==> src/rtl/load_store_unit.sv <==
`default_nettype none
// +------------------------------------------------------------------+
// | Module  : load_store_unit                                        |
// | Brief   : byte-serial little-endian load/store memory initiator  |
// | Revision: 1.0                                                    |
// +------------------------------------------------------------------+
module load_store_unit #(
  parameter int unsigned MEM_BYTES = 64
) (
  input  logic        clk,
  input  logic        reset,
  input  logic        req_valid,
  output logic        req_ready,
  input  logic        req_write,
  input  logic [1:0]  req_size,
  input  logic        req_unsigned,
  input  logic [63:0] req_addr,
  input  logic [63:0] req_wdata,
  output logic        resp_valid,
  output logic [63:0] resp_rdata,
  output logic        resp_err,
  output logic [63:0] mem_addr,
  output logic [7:0]  mem_wdata,
  output logic        mem_we,
  output logic        mem_re,
  input  logic [7:0]  mem_rdata
);

  typedef enum logic [1:0] {
    ST_IDLE = 2'd0,
    ST_XFER = 2'd1,
    ST_RESP = 2'd2
  } state_t;

  state_t      state_q, state_d;
  logic        write_q, write_d;
  logic [1:0]  size_q, size_d;
  logic        unsigned_q, unsigned_d;
  logic [63:0] addr_q, addr_d;
  logic [63:0] wdata_q, wdata_d;
  logic [2:0]  count_q, count_d;
  logic [63:0] asm_q, asm_d;
  logic        resp_valid_q, resp_valid_d;
  logic        resp_err_q, resp_err_d;
  logic [63:0] resp_rdata_q, resp_rdata_d;
  logic [63:0] mem_addr_q, mem_addr_d;
  logic [7:0]  mem_wdata_q, mem_wdata_d;
  logic        mem_we_q, mem_we_d;
  logic        mem_re_q, mem_re_d;

  logic [64:0] w_req_span;
  logic [64:0] w_req_end;
  logic        w_range_err;
  logic [2:0]  w_last_idx;
  logic [63:0] w_asm_next;
  logic        w_xfer_next;

  function automatic logic [63:0] extend_load(input logic [63:0] v,
                                              input logic [1:0]  sz,
                                              input logic        uns);
    logic [63:0] r;
    r = v;
    case (sz)
      2'd0:    r = {{56{v[7]  & ~uns}}, v[7:0]};
      2'd1:    r = {{48{v[15] & ~uns}}, v[15:0]};
      2'd2:    r = {{32{v[31] & ~uns}}, v[31:0]};
      default: r = v;
    endcase
    return r;
  endfunction

  // 65-bit sum so a base near 2^64 that wraps is still seen as out of range
  assign w_req_span  = 65'd1 << req_size;
  assign w_req_end   = {1'b0, req_addr} + w_req_span;
  assign w_range_err = w_req_end > 65'(MEM_BYTES);

  always_comb begin
    w_last_idx = 3'd0;
    case (size_q)
      2'd0:    w_last_idx = 3'd0;
      2'd1:    w_last_idx = 3'd1;
      2'd2:    w_last_idx = 3'd3;
      default: w_last_idx = 3'd7;
    endcase
  end

  assign w_asm_next = asm_q | ({56'd0, mem_rdata} << {count_q, 3'b000});

  always_comb begin
    state_d      = state_q;
    write_d      = write_q;
    size_d       = size_q;
    unsigned_d   = unsigned_q;
    addr_d       = addr_q;
    wdata_d      = wdata_q;
    count_d      = count_q;
    asm_d        = asm_q;
    resp_valid_d = 1'b0;
    resp_err_d   = 1'b0;
    resp_rdata_d = 64'd0;

    case (state_q)
      ST_IDLE: begin
        if (req_valid) begin
          write_d    = req_write;
          size_d     = req_size;
          unsigned_d = req_unsigned;
          addr_d     = req_addr;
          wdata_d    = req_wdata;
          count_d    = 3'd0;
          asm_d      = 64'd0;
          if (w_range_err) begin
            state_d      = ST_RESP;
            resp_valid_d = 1'b1;
            resp_err_d   = 1'b1;
          end else begin
            state_d = ST_XFER;
          end
        end
      end
      ST_XFER: begin
        if (!write_q) begin
          asm_d = w_asm_next;
        end
        count_d = count_q + 3'd1;
        if (count_q == w_last_idx) begin
          state_d      = ST_RESP;
          resp_valid_d = 1'b1;
          resp_rdata_d = write_q ? 64'd0 : extend_load(w_asm_next, size_q, unsigned_q);
        end
      end
      ST_RESP: begin
        state_d = ST_IDLE;
      end
      default: begin
        state_d = ST_IDLE;
      end
    endcase

    // Memory strobes are registered from the upcoming state and byte index
    w_xfer_next = (state_d == ST_XFER);
    mem_addr_d  = w_xfer_next ? (addr_d + 64'(count_d)) : 64'd0;
    mem_re_d    = w_xfer_next && !write_d;
    mem_we_d    = w_xfer_next && write_d;
    mem_wdata_d = (w_xfer_next && write_d) ? wdata_d[{count_d, 3'b000} +: 8] : 8'd0;
  end

  always_ff @(posedge clk or posedge reset) begin
    if (reset) begin
      state_q      <= ST_IDLE;
      write_q      <= 1'b0;
      size_q       <= 2'd0;
      unsigned_q   <= 1'b0;
      addr_q       <= 64'd0;
      wdata_q      <= 64'd0;
      count_q      <= 3'd0;
      asm_q        <= 64'd0;
      resp_valid_q <= 1'b0;
      resp_err_q   <= 1'b0;
      resp_rdata_q <= 64'd0;
      mem_addr_q   <= 64'd0;
      mem_wdata_q  <= 8'd0;
      mem_we_q     <= 1'b0;
      mem_re_q     <= 1'b0;
    end else begin
      state_q      <= state_d;
      write_q      <= write_d;
      size_q       <= size_d;
      unsigned_q   <= unsigned_d;
      addr_q       <= addr_d;
      wdata_q      <= wdata_d;
      count_q      <= count_d;
      asm_q        <= asm_d;
      resp_valid_q <= resp_valid_d;
      resp_err_q   <= resp_err_d;
      resp_rdata_q <= resp_rdata_d;
      mem_addr_q   <= mem_addr_d;
      mem_wdata_q  <= mem_wdata_d;
      mem_we_q     <= mem_we_d;
      mem_re_q     <= mem_re_d;
    end
  end

  assign req_ready  = (state_q == ST_IDLE) && !reset;
  assign resp_valid = resp_valid_q;
  assign resp_err   = resp_err_q;
  assign resp_rdata = resp_rdata_q;
  assign mem_addr   = mem_addr_q;
  assign mem_wdata  = mem_wdata_q;
  assign mem_we     = mem_we_q;
  assign mem_re     = mem_re_q;

endmodule
`default_nettype wire
==> config.mk <==
export PLATFORM = sky130hd
export DESIGN_NAME = load_store_unit
export DESIGN_NICKNAME = d
export VERILOG_FILES = /design/src/rtl/load_store_unit.sv
export SDC_FILE = /design/constraint.sdc
export NUM_CORES = 1
export LEC_CHECK = 0
export ABC_AREA = 1
export BUFFER_PORTS_ARGS = -buffer_cell sky130_fd_sc_hd__buf_2
export CAP_MARGIN = 20
export CELL_PAD_IN_SITES_DETAIL_PLACEMENT = 1
export CELL_PAD_IN_SITES_GLOBAL_PLACEMENT = 1
export CORE_MARGIN = 3
export CORE_UTILIZATION = 38
export CTS_BUF_LIST = sky130_fd_sc_hd__clkbuf_16
export DETAILED_ROUTE_END_ITERATION = 8
export PLACE_DENSITY_LB_ADDON = 0.25
export RECOVER_POWER = 25
export REMOVE_ABC_BUFFERS = 1
export SYNTH_ARGS = -nofsm -noshare
export SYNTH_HDL_FRONTEND = slang
export SYNTH_SLANG_ARGS = --single-unit
==> constraint.sdc <==
create_clock -name clk -period 11.4 [get_ports clk]
set_clock_uncertainty 0.1 [all_clocks]
set_input_delay 1.14 -clock clk [delete_from_list [all_inputs] [get_ports clk]]
set_output_delay 1.14 -clock clk [all_outputs]
set_load 0.02 [all_outputs]
Word level (Yosys, flattened, before mapping). Index checks and enable logic that the tools add are counted.

Bits of input ports: 143. Bits in registers: 341. Output and inout port bits: 141.

Mux-type cells: 27. $lt $le $gt $ge: 1. Equality and inequality tests: 7. Reductions and logical operators: 10. Bitwise gates (word level): 5. Shift operators: 3. Add/subtract/negate cells: 3.

Operator list (count): $mux W64 (10); $pmux W64 S3 (1); $pmux W64 S2 (1); $add A64 B65 Y65 (1); $gt A65 B7 Y1 const B (1); $shl A1 B2 Y65 const A (1); $add A64 B3 Y64 (1); $or A64 B64 Y64 (1); $shiftx A64 B7 Y8 (1); $shl A8 B6 Y64 (1); $pmux W3 S3 (1); $mux W8 (1); $eq A2 B1 Y1 const B (3); $mux W1 (6); $mux W2 (3); $pmux W3 S2 (1); $logic_not A2 Y1 (2); $ne A2 B2 Y1 const B (2); $pmux W2 S2 (1); $add A3 B1 Y3 const B (1); $and A1 B1 Y1 (3); $eq A3 B3 Y1 (1); $logic_and A1 B1 Y1 (3); $mux W3 (1); 7 further kinds (8).

Longest topological paths before layout. Gate-level depths: netlist (run 1).

Depth after elaboration: 9. Gate-level depth with buffers: 27. Depth with buffers taken out: 23.

Worst setup path after synthesis (run 1). No wires, ideal clock.

Path type: input to register. Start: in req_valid. End: reg mem_addr_q[52] (netlist: mem_addr[52]). Data required time: 11.180 ns. Path slack: 6.665 ns. Buffers on the path: 7. Arrival: 4.515 ns. Stages on the path: 26. Setup time: 0.120 ns. Path through: nand2_4 > buf_6 > buf_6 > buf_6 > buf_2 > clkbuf_1 > clkbuf_1 > clkbuf_1 > nand2_1 > nand2_1 > ha_1 > fa_1 > nand2_1 > nand2_1 > nand2_1 > nor2_1 > nand2_2 > nor2_4 > inv_2 > nor2_2 > nand3_1 > nor2_2 > nand3_1 > nor2_1 > xor2_1 > nor2_1.

Cells in the longest elaborated chain, start to end: 4. Elaborated cells between the ends (all ways): 9.

Ends and longest elaborated chain: start, declared (RTL line 12) `input logic req_valid,`; $mux W64 (RTL line 104) `if (req_valid) begin`; $mux W64 (RTL line 102) `case (state_q)`; via addr_d[0] (RTL line 39) `logic [63:0] addr_q, addr_d;`; $add A64 B3 Y64 (RTL line 142) `mem_addr_d = w_xfer_next ? (addr_d + 64'(count_d)) : 64'd0;`; $mux W64 (RTL line 142); via mem_addr_d[52] (RTL line 46) `logic [63:0] mem_addr_q, mem_addr_d;`; end signal, assigned (RTL line 177) `mem_addr_q <= mem_addr_d;`; end, declared (RTL line 46).

The timed path passes the listed nets, and every way through them passes these cells. A chain may end at the register's enable or synchronous reset.

Worst setup path after layout (run 1).
Start: in req_valid. End: reg mem_addr_q[37] (netlist: mem_addr[37]).

Same word-level chain as after synthesis.

==> results.sh, run 1 <==
export IMPL_status="finished with violations"
export IMPL_failed_checks="capacitance limit, slew limit"
export IMPL_slew_headroom_pct=-129
export IMPL_dr_pass1_iters=4
export IMPL_ys_types=47
export IMPL_cts_resized=0
export IMPL_cts_buffers=37
export IMPL_rsz0062_at_grt="false"
export IMPL_synth_seq_cells=341
export IMPL_end_kind="register"
export IMPL_grt_usage_pct=26.7
export IMPL_worst_pin_slew_ns=3.43
export IMPL_drcViolationCount=0
export IMPL_syn_inst=2545
export IMPL_max_freq_mhz=135
export IMPL_grt_max_degree=149
export IMPL_root_buffer="clkbuf_16"
export IMPL_crit_arrival_ns=7.73
export IMPL_reg2reg_depth=20
export IMPL_layout_drive_gt1_share_pct=20.0
export IMPL_first_global_vias=19057
export IMPL_post_cts_buffers=0
export IMPL_hold_viol=0
export IMPL_dpl_hpwl_um=55300
export IMPL_crit_fanout=79
export IMPL_fin_ws_ns=3.98
export IMPL_place_inst=3434
export IMPL_numClockSinks=341
export IMPL_timing_rr_start="state_q[0]$_DFF_PP0_"
export IMPL_place_ws_ns=5.92
export IMPL_fillers=6312
export IMPL_fp_coreArea_um2=49400
export IMPL_insertion_delay_ns=0.54
export IMPL_ioPinCount=284
export IMPL_h_tree_depth=2
export IMPL_wl_um=71500
export IMPL_area_delta_synth_final_pct=16.8
export IMPL_peakVddDrop_uv=78.3
export IMPL_startpoint="req_valid"
export IMPL_antenna_found_initial=2
export IMPL_ys_warn_count=0
export IMPL_instances_no_fill=3503
export IMPL_vias=17801
export IMPL_die_x_um=230
export IMPL_initial_utilization_pct=38.7
export IMPL_dieArea_um2=53000
export IMPL_path_cells="clkbuf_1 > nand2_1 > inv_2 > nand2_1 > nand2_1 > ha_1 > nand2_1 > nand2_1 > a31oi_1 > inv_1 > nand2_1 > nor2_2 > nand2_2 > nor2_4 > nand2_1 > nor2_1 > inv_1 > nor3_1 > xor2_1 > nor2_2"
export IMPL_holdCritPathClass="register to register"
export IMPL_avgSynthCellArea_um2=7.51
export IMPL_design_area_um2=22300
export IMPL_critical_path_class="primary input to register"
export IMPL_synth_ff_type="dfrtp_1"
export IMPL_layout_commonest_cell="nand2_1"
export IMPL_die_h_um=230
export IMPL_syn_area_um2=19100
export IMPL_vias_per_cell=5.08
export IMPL_power_per_cell_area_nw_per_um2=128
export IMPL_worstSetupStartpointType="primary input"
export IMPL_period_share_pct=65.0
export IMPL_place_congestion=0.916
export IMPL_cpPeakStageDelay_ns=2.39
export IMPL_leakagePower_nw=11.9
export IMPL_clk_pin_slew_ns=0.06
export IMPL_clock_path_buffers=3
export IMPL_grt_pass1_wl_um=109000
export IMPL_cp_required_ns=11.71
export IMPL_layout_nets=2964
export IMPL_final_min_clock_period_ns=7.42
export IMPL_endpoint="mem_addr[37]$_DFF_PP0_"
export IMPL_cts_tree="done"
export IMPL_hold_buffers=0
export IMPL_drtIter0Drc=1093
export IMPL_grt_ovfl_total=0
export IMPL_worst_path_stages=20
export IMPL_worst_path_buf_inv=4
export IMPL_reg2reg_slack_ns=4.12
export IMPL_ys_seq_area_share_pct=44.6
export IMPL_setup_tns_ns=0
export IMPL_maxCapViolCount=3
export IMPL_layout_common_cells="nand2_1 (587), inv_1 (394), dfrtp_1 (341)"
export IMPL_ant_nets=0
export IMPL_path_common_cell="nand2_1"
export IMPL_async_reset_ff_share_pct=100
export IMPL_wl_per_cell_um=20.4
export IMPL_r2r_end="mem_addr[37]$_DFF_PP0_"
export IMPL_synth_edf_count=0
export IMPL_path_delay_family="simple AND/OR/NAND/NOR gates"
export IMPL_setup_violations_final=0
export IMPL_port_buffers=283
export IMPL_placed_area_um2=21100
export IMPL_whs_ns=0.377
export IMPL_cp_slowest_cell="nand2_1"
export IMPL_rows=81
export IMPL_report_final_slew_viol_count=170
==> worst min path at each step <==
stage                          start               endpoint  slack, ns  depth (start not counted)
6_report        asm_q[3]$_DFFE_PP0P_   asm_q[3]$_DFFE_PP0P_       0.38                          2
5_1_grt         addr_q[35]$_DFF_PP0_   addr_q[35]$_DFF_PP0_       0.41                          2
4_1_cts         asm_q[3]$_DFFE_PP0P_   asm_q[3]$_DFFE_PP0P_       0.38                          2
3_5_place_dp    asm_q[3]$_DFFE_PP0P_   asm_q[3]$_DFFE_PP0P_       0.36                          2
3_3_place_gp    asm_q[4]$_DFFE_PP0P_   asm_q[4]$_DFFE_PP0P_       0.35                          2
2_1_floorplan  wdata_q[17]$_DFF_PP0_  wdata_q[17]$_DFF_PP0_       0.34                          2
==> worst reg2reg max path, delay by kind of cell (launching register included) <==
| kind | cells | cell delay, ns |
|---|---|---|
| AO/OA/AOI/OAI | 1 | 0.07 |
| adder cells (fa/ha/maj) | 1 | 0.37 |
| flip-flops | 1 | 0.46 |
| buffers and inverters | 3 | 1.44 |
| XOR/XNOR | 1 | 0.21 |
| AND/OR/NAND/NOR | 14 | 4.50 |
==> synth_stat cells, types with 12 or more instances <==
cell | instances | share of area, %
mux2i_1 | 32 | 1.7
nand4_1 | 36 | 1.2
or2_2 | 71 | 2.3
buf_2 | 12 | 0.31
clkbuf_1 | 45 | 0.88
nor2_1 | 304 | 6.0
xor2_1 | 62 | 2.8
nor2_4 | 16 | 0.94
nand3_1 | 93 | 2.4
inv_1 | 393 | 7.7
buf_6 | 13 | 0.77
a21oi_1 | 94 | 2.5
dfrtp_1 | 341 | 45
o21ai_2 | 22 | 1.0
o21ai_0 | 145 | 3.8
inv_2 | 12 | 0.24
nor2_2 | 69 | 2.3
o21ai_1 | 15 | 0.39
a31oi_1 | 33 | 1.1
nor3_1 | 54 | 1.4
nand2_1 | 586 | 12
==> kinds of logic (layout without fill, tap and decap cells) <==
| group | Yosys count | after routing | share of synthesized area [%] |
|---|---|---|---|
| AO/OA/AOI/OAI | 328 | 328 | 9.48 |
| multiplexers | 32 | 32 | 1.68 |
| other | 0 | 2 | 0 |
| adder cells (fa/ha/maj) | 10 | 10 | 0.733 |
| XOR/XNOR | 71 | 71 | 3.25 |
| AND/OR/NAND/NOR | 1274 | 1274 | 30.0 |
| flip-flops | 341 | 341 | 44.6 |
| buffers and inverters | 489 | 781 | 10.2 |
==> routing by layer <==
layer  part of all wire [%]  global-route usage, %  vias up  wire, um
li1                       -                      -     8463         -
met3                    4.1                   3.46      122      2920
met5                      0                      0        -         0
met2                     50                   47.3      398     35900
met4                    4.4                   11.2        0      3140
met1                     41                   32.6     8818     29500
==> registers in the layout (all words and copies together) (netlist names) <==
register	cells
addr_q	64
asm_q	64
mem_addr	64
resp_rdata	64
wdata_q	64
mem_wdata	8
count_q	3
size_q	2
state_q	2
mem_re	1
mem_we	1
resp_err	1
resp_valid	1
unsigned_q	1
write_q	1
==> where the power goes <==
| part | internal [W] | switching (W) |
|---|---|---|
| combinational | 0.000123 | 0.000294 |
| sequential | 0.00127 | 0.0000200 |
| clock | 0.000664 | 0.000493 |
| total | 0.00206 | 0.000807 |
==> cell type report <==
class,count,area (um2),area share [%]
Multi-Input combinational cell,1715,8640,38.7
Sequential cell,341,8530,38.2
Timing Repair Buffer,303,1600,7.17
Inverter,413,1550,6.96
Clock buffer,39,976,4.37
Tap cell,664,831,3.72
Clock inverter,26,175,0.785
Antenna cell,2,5.00,0.0224
==> metrics by stage <==
step / power (W) / util, %
final: 0.00287 / 45.2
after floorplan: 0.00157 / -
after detailed placement: 0.00173 / 42.8
after global routing: 0.00300 / 45.2
after global placement: 0.00171 / 42.8
after CTS: 0.00289 / 45.2
Power figures use the tool's default switching activity.
==> inputs of run 2 (changes only) <==
--- a/config.mk
+++ b/config.mk
@@ -5,13 +5,13 @@
 export SDC_FILE = /design/constraint.sdc
 export NUM_CORES = 1
 export LEC_CHECK = 0
-export ABC_AREA = 1
+export ABC_AREA = 0
 export BUFFER_PORTS_ARGS = -buffer_cell sky130_fd_sc_hd__buf_2
 export CAP_MARGIN = 20
 export CELL_PAD_IN_SITES_DETAIL_PLACEMENT = 1
 export CELL_PAD_IN_SITES_GLOBAL_PLACEMENT = 1
 export CORE_MARGIN = 3
-export CORE_UTILIZATION = 38
+export CORE_UTILIZATION = 43
 export CTS_BUF_LIST = sky130_fd_sc_hd__clkbuf_16
 export DETAILED_ROUTE_END_ITERATION = 8
 export PLACE_DENSITY_LB_ADDON = 0.25
==> constraint.sdc (replaced) <==
create_clock -name clk -period 7.1 [get_ports clk]
set_clock_uncertainty 0.1 [all_clocks]
set_input_delay 0.71 -clock clk [delete_from_list [all_inputs] [get_ports clk]]
set_output_delay 0.71 -clock clk [all_outputs]
set_load 0.02 [all_outputs]
==> run 2 against run 1 <==
  * Critical endpoint is now mem_addr[62]$_DFF_PP0_
  * Sequential cell count did not move
  * The run still ends with capacitance limit, slew limit left
  * Clock-buffer cell count unchanged
  * Global-route usage is 0.17 points lower
  * Sequential power grew 63%
  * Register-to-register slack worse by 2.5 ns
  * Die area is 24% lower
  * Synthesized area down 15%
==> results.sh, run 2 <==
export IMPL_status="finished with violations"
export IMPL_failed_checks="capacitance limit, slew limit"
export IMPL_ant_nets=0
export IMPL_ys_warn_count=0
export IMPL_fp_coreArea_um2=37000
export IMPL_slew_headroom_pct=-228
export IMPL_maxCapViolCount=3
export IMPL_final_min_clock_period_ns=5.48
export IMPL_die_h_um=201
export IMPL_crit_arrival_ns=5.78
export IMPL_drcViolationCount=0
export IMPL_whs_ns=0.270
export IMPL_hp_start="req_unsigned"
export IMPL_dieArea_um2=40300
export IMPL_worst_pin_slew_ns=4.89
export IMPL_cts_buffers=39
export IMPL_hold_viol=0
export IMPL_period_share_pct=77.1
export IMPL_initial_utilization_pct=44.1
export IMPL_layout_common_cells="nand2_1 (382), dfrtp_1 (341), buf_2 (210)"
export IMPL_clock_path_buffers=3
export IMPL_min_path_cells=3
export IMPL_reg2reg_depth=14
export IMPL_grt_ovfl_total=0
export IMPL_cts_tree="done"
export IMPL_worstSetupStartpointType="register"
export IMPL_syn_inst=1718
export IMPL_avgSynthCellArea_um2=9.49
export IMPL_max_freq_mhz=183
export IMPL_leakagePower_nw=9.41
export IMPL_syn_area_um2=16300
export IMPL_final_core_util_pct=51.9
export IMPL_setup_violations_final=0
export IMPL_post_cts_buffers=0
export IMPL_hold_buffers=0
export IMPL_holdCritPathClass="primary input to register"
export IMPL_antenna_found_initial=9
export IMPL_ioPinCount=284
export IMPL_layout_drive_gt1_share_pct=16.1
export IMPL_rows=70
export IMPL_area_delta_synth_final_pct=17.8
export IMPL_grt_usage_pct=26.5
export IMPL_first_global_vias=14805
export IMPL_grt_max_degree=183
export IMPL_layout_nets=2104
export IMPL_synth_most_common_cell="nand2_1"
export IMPL_peakVddDrop_uv=132
export IMPL_drtIter0Drc=953
export IMPL_critical_path_class="register to register"
export IMPL_holdPathEnd="unsigned_q$_DFFE_PP0P_"
export IMPL_rsz0062_at_grt="false"
export IMPL_place_congestion=0.968
export IMPL_ys_types=67
export IMPL_die_x_um=201
export IMPL_vias=14095
export IMPL_port_buffers=283
export IMPL_insertion_delay_ns=0.56
export IMPL_reg2reg_slack_ns=1.62
export IMPL_crit_fanout=44
export IMPL_wl_per_cell_um=21.7
export IMPL_synth_ff_type="dfrtp_1"
export IMPL_yosysTopAreaCellShare_pct=52.4
export IMPL_layout_commonest_cell="nand2_1"
export IMPL_ys_seq_area_share_pct=52.4
export IMPL_async_reset_ff_share_pct=100
export IMPL_synth_top_area_cell="dfrtp_1"
export IMPL_r2r_end="mem_addr[62]$_DFF_PP0_"
export IMPL_dr_pass1_iters=5
export IMPL_synth_common_cells="nand2_1 (382), dfrtp_1 (341), nor2_1 (160)"
export IMPL_fillers=4344
export IMPL_startpoint="state_q[0]$_DFF_PP0_"
export IMPL_cp_required_ns=7.40
export IMPL_wl_um=54100
export IMPL_power_per_cell_area_nw_per_um2=239
export IMPL_clk_pin_slew_ns=0.06
export IMPL_synth_seq_cells=341
export IMPL_dpl_hpwl_um=37600
export IMPL_h_tree_depth=2
export IMPL_end_kind="register"
export IMPL_grt_pass1_wl_um=85600
export IMPL_synth_edf_count=0
export IMPL_timing_rr_start="state_q[0]$_DFF_PP0_"
export IMPL_root_buffer="clkbuf_16"
export IMPL_synth_area_leaders="dfrtp_1 (52%), nand2_1 (8.8%), nor2_1 (3.7%), mux2i_1 (3.3%), a22o_1 (3.1%)"
export IMPL_cts_resized=0
export IMPL_report_final_slew_viol_count=214
export IMPL_vias_per_cell=5.66
export IMPL_numClockSinks=341
[run 2: cell types whose count changed in the layout (fill, tap and decap cells not counted), sizes merged, moves of 28 or more]
cell / previous run / this run
a22o: 0 / 57
clkbuf: 42 / 118
a31oi: 33 / 5
or2: 75 / 5
o21ai: 182 / 28
xor2: 62 / 28
buf: 300 / 223
xnor2: 9 / 47
a211oi: 2 / 37
nor2: 389 / 160
nand2: 597 / 382
inv: 408 / 40
[run 2: how the worst max path moves through the flow]
stage                             endpoint  slack [ns]  cells past startpoint
floorplan           mem_addr[63]$_DFF_PP0_       -5.25                      8
global placement    mem_addr[13]$_DFF_PP0_        1.56                     11
detailed placement  mem_addr[13]$_DFF_PP0_        1.61                     13
CTS                 mem_addr[15]$_DFF_PP0_        2.20                     13
global route        mem_addr[62]$_DFF_PP0_        1.09                     14
finish              mem_addr[62]$_DFF_PP0_        1.62                     14
[run 2: worst max-delay path, stage by stage (launching register included)]
cell	delay [ns]
dfrtp_1	0.46
nor3b_1	0.46
clkbuf_1	1.54
nand2_1	0.15
nand2_1	0.15
ha_1	0.20
fa_1	0.22
a21oi_1	0.13
nor2_1	0.25
nand4_1	0.45
nor2_1	0.51
and3_1	0.29
nor2b_1	0.20
xnor2_1	0.14
nor2_1	0.06
[run 2: metrics by stage]
step	cells	instance area [um2]	TNS, ns	setup WS (ns)	total power [W]
final	2490	19200	0	1.62	0.00458
after global routing	2489	19200	0	1.09	0.00479
after CTS	2479	19200	0	2.20	0.00463
after detailed placement	2409	18000	0	1.61	0.00266
after global placement	2409	18000	0	1.56	0.00264
after floorplan	1608	15800	-1792.78	-5.25	0.00246
[run 2: metal layers]
| layer | global-route usage (%) | wire length [um] | vias up |
|---|---|---|---|
| met5 | 0 | 49 | - |
| met4 | 7.15 | 1320 | 8 |
| met3 | 6.18 | 3490 | 100 |
| met2 | 44.6 | 26400 | 466 |
| met1 | 34.7 | 22800 | 7095 |
| li1 | - | - | 6426 |
[run 2: report_power, final]
group / internal, W / switching (W)
Clock: 0.00111 / 0.000827
Sequential: 0.00205 / 0.0000532
Combinational: 0.000177 / 0.000360
[run 2: logic make-up (layout without fill, tap and decap cells)]
| family | count (synthesis) | count (layout) | synth area share [%] |
|---|---|---|---|
| xor gates and xnor gates | 75 | 75 | 4.03 |
| other | 0 | 6 | 0 |
| and+or+nand+nor | 802 | 802 | 22.2 |
| AOI/OAI and AO/OA | 280 | 280 | 12.0 |
| buffers and inverters | 140 | 402 | 3.52 |
| DFF | 341 | 341 | 52.4 |
| muxes | 70 | 70 | 4.98 |
| adders and majority gates | 10 | 10 | 0.860 |
[run 2: area by class of cell]
| type | instances | area [um2] | share of cell area, % |
|---|---|---|---|
| Sequential cell | 341 | 8530 | 44.5 |
| Multi-Input combinational cell | 1237 | 7200 | 37.5 |
| Timing Repair Buffer | 302 | 1490 | 7.74 |
| Clock buffer | 39 | 976 | 5.08 |
| Tap cell | 504 | 631 | 3.29 |
| Clock inverter | 31 | 239 | 1.25 |
| Inverter | 30 | 114 | 0.593 |
| Antenna cell | 6 | 15.0 | 0.0782 |
